### src/rtl/interval_timer_ctrl.sv
// Interval timer sequencer for a free-running up-counter: one-shot, N-periodic
// or endless-periodic operation with per-period ticks and a completion pulse.
module interval_timer_ctrl #(
  parameter int BW     = 8,
  parameter int REP_BW = 4
) (
  input  logic              clk_i,
  input  logic              nrst_i,
  input  logic              start_i,
  input  logic              stop_i,
  input  logic              mode_i,
  input  logic [BW-1:0]     period_i,
  input  logic [REP_BW-1:0] repeat_i,
  input  logic [BW-1:0]     cnt_i,
  output logic              cntClr_o,
  output logic              busy_o,
  output logic              tick_o,
  output logic              done_o,
  output logic [REP_BW-1:0] tickCnt_o
);

  localparam logic [1:0] ST_IDLE = 2'd0;
  localparam logic [1:0] ST_RUN  = 2'd1;
  localparam logic [1:0] ST_DONE = 2'd2;

  logic [1:0]        state_r;
  logic [1:0]        state_nxt_s;
  logic [BW-1:0]     period_r;
  logic              mode_r;
  logic [REP_BW-1:0] repeat_r;
  logic [REP_BW-1:0] tick_cnt_r;
  logic [REP_BW-1:0] tick_inc_s;
  logic              run_s;
  logic              term_s;
  logic              tick_s;
  logic              last_s;

  // >= rather than == so a counter that overshoots still terminates the period
  assign run_s      = (state_r == ST_RUN);
  assign term_s     = run_s && (cnt_i >= period_r);
  assign tick_s     = term_s && !stop_i;
  assign tick_inc_s = tick_cnt_r + {{(REP_BW-1){1'b0}}, 1'b1};
  assign last_s     = !mode_r || ((repeat_r != {REP_BW{1'b0}}) && (tick_inc_s == repeat_r));

  assign busy_o    = run_s;
  assign tick_o    = tick_s;
  assign cntClr_o  = run_s && !term_s && !stop_i;
  assign done_o    = (state_r == ST_DONE);
  assign tickCnt_o = tick_cnt_r;

  // Next-state selection; stop wins over tick in RUN
  always_comb begin
    state_nxt_s = state_r;
    case (state_r)
      ST_IDLE: begin
        if (start_i && !stop_i) begin
          state_nxt_s = ST_RUN;
        end else begin
          state_nxt_s = ST_IDLE;
        end
      end
      ST_RUN: begin
        if (stop_i) begin
          state_nxt_s = ST_IDLE;
        end else if (tick_s && last_s) begin
          state_nxt_s = ST_DONE;
        end else begin
          state_nxt_s = ST_RUN;
        end
      end
      ST_DONE: state_nxt_s = ST_IDLE;
      default: state_nxt_s = ST_IDLE;
    endcase
  end

  // State register
  always_ff @(posedge clk_i or negedge nrst_i) begin
    if (!nrst_i) begin
      state_r <= ST_IDLE;
    end else begin
      state_r <= state_nxt_s;
    end
  end

  // Configuration latched only on an accepted start; tick count runs in RUN
  always_ff @(posedge clk_i or negedge nrst_i) begin
    if (!nrst_i) begin
      period_r   <= {BW{1'b0}};
      mode_r     <= 1'b0;
      repeat_r   <= {REP_BW{1'b0}};
      tick_cnt_r <= {REP_BW{1'b0}};
    end else if ((state_r == ST_IDLE) && start_i && !stop_i) begin
      period_r   <= period_i;
      mode_r     <= mode_i;
      repeat_r   <= repeat_i;
      tick_cnt_r <= {REP_BW{1'b0}};
    end else if (tick_s) begin
      tick_cnt_r <= tick_inc_s;
    end
  end

endmodule

### config.mk
export PLATFORM = sky130hd
export DESIGN_NAME = interval_timer_ctrl
export DESIGN_NICKNAME = d
export VERILOG_FILES = /design/src/rtl/interval_timer_ctrl.sv
export SDC_FILE = /design/constraint.sdc
export NUM_CORES = 1
export LEC_CHECK = 0
export BUFFER_PORTS_ARGS = -buffer_cell sky130_fd_sc_hd__clkbuf_2
export CORE_UTILIZATION = 54
export CTS_BUF_LIST = sky130_fd_sc_hd__clkbuf_16
export DETAILED_ROUTE_END_ITERATION = 10
export GPL_TIMING_DRIVEN = 1
export HOLD_SLACK_MARGIN = 0.05
export PLACE_DENSITY_LB_ADDON = 0.3
export SYNTH_ARGS = -nofsm -noshare
export SYNTH_HDL_FRONTEND = slang
export SYNTH_SLANG_ARGS = --single-unit
### constraint.sdc
create_clock -name clk_i -period 4.88 [get_ports clk_i]
set_input_delay 0.488 -clock clk_i [delete_from_list [all_inputs] [get_ports clk_i]]
set_output_delay 0.488 -clock clk_i [all_outputs]
set_load 0.02 [all_outputs]
==> flow_metrics.env <==
export IMPL_placed_area_um2=1280
export IMPL_power_frac_comb_pct=39.1
export IMPL_pwr_share_seq_pct=37.0
export IMPL_ys_types=30
export IMPL_netlist_area_um2=1090
export IMPL_path_clk_slew_ns=0.05
export IMPL_root_buffer="clkbuf_16"
export IMPL_grt_pass1_vias=894
export IMPL_ctsHoldBuffers=0
export IMPL_maxCapViolCount=0
export IMPL_syn_to_final_growth_pct=24.1
export IMPL_hpwlAfterDp_um=1550
export IMPL_die_y_um=47.0
export IMPL_tightest_slew_ns=0.483
export IMPL_crit_type="register to output port"
export IMPL_clk_insertion_delay_late_ns=0.25
export IMPL_hold_viol=0
export IMPL_finalMaxSlewViolations=0
export IMPL_critPathCaptureType="output port"
export IMPL_p_clk_share_pct=23.9
export IMPL_finalInstanceArea_um2=1360
export IMPL_grt_overflow=0
export IMPL_grt_start_max_net_pins=21
export IMPL_worstPathCellList="ha_1 > nand2b_1 > a2111oi_2 > o311ai_4 > nand3_1 > inv_1 > clkbuf_2"
export IMPL_cts_buffers=3
export IMPL_powerDensity_nw_per_um2=519
export IMPL_grt_pass1_wl_um=3610
export IMPL_portBuffers=32
export IMPL_slew_headroom_pct=67.8
export IMPL_cts_resized_gates=0
export IMPL_antenna_found_initial=0
export IMPL_slowest_delay_ns=0.47
export IMPL_crit_fanout=6
export IMPL_die_area_um2=2210
export IMPL_ios=33
export IMPL_final_setup_tns_ns=0
export IMPL_start_util_pct=60.1
export IMPL_setup_violations=0
export IMPL_p_sw_share_pct=36.3
export IMPL_fin_util_pct=74.6
export IMPL_rows=15
export IMPL_power_switching_w=0.000256
export IMPL_firstDrtPassIters=4
export IMPL_internal_power_w=0.000449
export IMPL_cts_setup_buffers=0
export IMPL_pre_cts_slack_ns=2.35
export IMPL_vias=906
export IMPL_clock_sinks=19
export IMPL_crit_family="compound AO/OA/AOI/OAI gates"
export IMPL_yosys_register_bits=19
export IMPL_mappedNetlistNets=150
export IMPL_worstPathRequired_ns=4.39
export IMPL_ff2ff_setup_slack_ns=2.95
export IMPL_synth_avg_cell_area_um2=9.44
export IMPL_slowest_stage="a2111oi_2"
export IMPL_r2r_cells=6
export IMPL_crit_reg2reg_capture="tickCnt_o[3]"
export IMPL_power_leakage_nw=0.736
export IMPL_antenna_cells=0
export IMPL_grt_setup_unrepaired="false"
export IMPL_hold_path_class="input port to async pin"
export IMPL_synth_warnings=0
export IMPL_ys_seq_area_share_pct=43.4
export IMPL_netlist_instances=116
export IMPL_mostFrequentLayoutCell="clkbuf_2"
export IMPL_skew_ns=0.00308
export IMPL_htree_levels=1
export IMPL_crit_end="tick_o"
export IMPL_drive_gt1_share_pct=28.0
export IMPL_drc=0
export IMPL_r2r_start="period_r[0]"
export IMPL_fmax_mhz=387
export IMPL_final_cell_mix="clkbuf_2 (32), nand2_1 (30), dfrtp_1 (19)"
export IMPL_via_per_inst=5.18
export IMPL_routedWlPerCell_um=12.1
export IMPL_status="finished, final reports clean"
export IMPL_crit_arrival_ns=2.10
export IMPL_die_w_um=47.0
export IMPL_drtAntennaViolNets=0
export IMPL_routed_wirelength_um=2120
export IMPL_cp_startpoint="period_r[0]"
export IMPL_start_kind="register"
export IMPL_cp_num_buf_inv=2
export IMPL_worst_slack_ns=2.29
export IMPL_worst_path_stages=7
export IMPL_track_usage_pct=24.0
export IMPL_fin_crit_sh_pct=53.0
export IMPL_fin_crit_ns=2.59
export IMPL_cts_tree="done"
export IMPL_routabilityCongestion=0.806
export IMPL_detail_route_iter0_violations=12
export IMPL_core_um2=1820
export IMPL_ir_drop_v=0.000313
export IMPL_clock_path_buffers=2
export IMPL_layout_nets=185
-- power groups by stage --
| stage | Combinational (W) | Clock (W) | Sequential [W] |
|---|---|---|---|
| floorplan | 0.000215 | 0 | 0.000254 |
| global placement | 0.000261 | 0 | 0.000260 |
| detailed placement | 0.000273 | 0 | 0.000264 |
| CTS | 0.000279 | 0.000170 | 0.000261 |
| global route | 0.000314 | 0.000177 | 0.000270 |
| finish | 0.000276 | 0.000168 | 0.000261 |
-- registers in the layout, summed over array words and instances, names as in the netlist --
register / flops
mode_r: 1
period_r: 8
repeat_r: 4
state_r: 2
tickCnt_o: 4
-- cells in the mapped netlist --
cell        n  share of area, %
nand2_1    30                10
dfrtp_1    19                43
inv_1      10               3.4
ha_1        9                10
mux2i_1     5               4.6
nor2_1      4               1.4
o21ai_0     4               1.8
o21ai_1     4               1.8
nand3_1     3               1.4
xnor2_1     3               2.4
clkbuf_1    2              0.69
nand4_1     2               1.1
nor2b_1     2               1.1
o21a_1      2               1.4
xor2_1      2               1.6
a2111oi_2   1               1.4
a21o_1      1              0.69
a21oi_1     1              0.46
a22o_1      1              0.80
clkbuf_8    1               1.3
nand2b_1    1              0.57
nand3b_2    1               1.0
nor2_2      1              0.57
nor3_1      1              0.46
nor4b_1     1              0.80
o2111ai_1   1              0.80
o211ai_1    1              0.69
o311ai_4    1               2.4
or3_1       1              0.57
or3b_1      1              0.80
-- metal layers --
metal | up-vias | wire, um | GRT usage [%]
li1 | 459 | - | -
met2 | 24 | 1030 | 37.2
met4 | 0 | 42 | 16.0
met3 | 4 | 60 | 5.00
met1 | 419 | 981 | 30.2
met5 | - | 0 | 0
-- kinds of logic (layout without fill, tap and decap cells) --
family / Yosys count / after routing / synth area share [%]
AND/OR/NAND/NOR: 48 / 48 / 20.1
adder cells (fa/ha/maj): 9 / 9 / 10.3
buffers and inverters: 13 / 47 / 5.37
flip-flops: 19 / 19 / 43.4
XOR/XNOR: 5 / 5 / 4.00
multiplexers: 5 / 5 / 4.57
AO/OA/AOI/OAI: 17 / 17 / 12.2
-- layout make-up --
| type | count | area (um2) |
|---|---|---|
| tap | 25 | 31.3 |
| timing repair buffer | 33 | 168 |
| sequential | 19 | 475 |
| clock buffer | 3 | 75.1 |
| multi-input combinational | 84 | 567 |
| fill | 154 | 462 |
| clock inverter | 1 | 5.00 |
| inverter | 10 | 37.5 |
-- how the worst min path moves through the flow --
stage,to
after floorplan,mode_r
after global placement,period_r[2]
after detailed placement,period_r[2]
after CTS,period_r[2]
after global routing,period_r[2]
final,period_r[2]
-- through the flow --
| step | instances | hold WS [ns] | total power [W] |
|---|---|---|---|
| detailed placement | 171 | 0.467 | 0.000537 |
| finish | 175 | 0.186 | 0.000705 |
| CTS | 175 | 0.201 | 0.000711 |
| global route | 175 | 0.224 | 0.000760 |
| global placement | 171 | 0.460 | 0.000521 |
| floorplan | 116 | 0.192 | 0.000470 |
No activity file was read; power rests on OpenSTA's default activity.
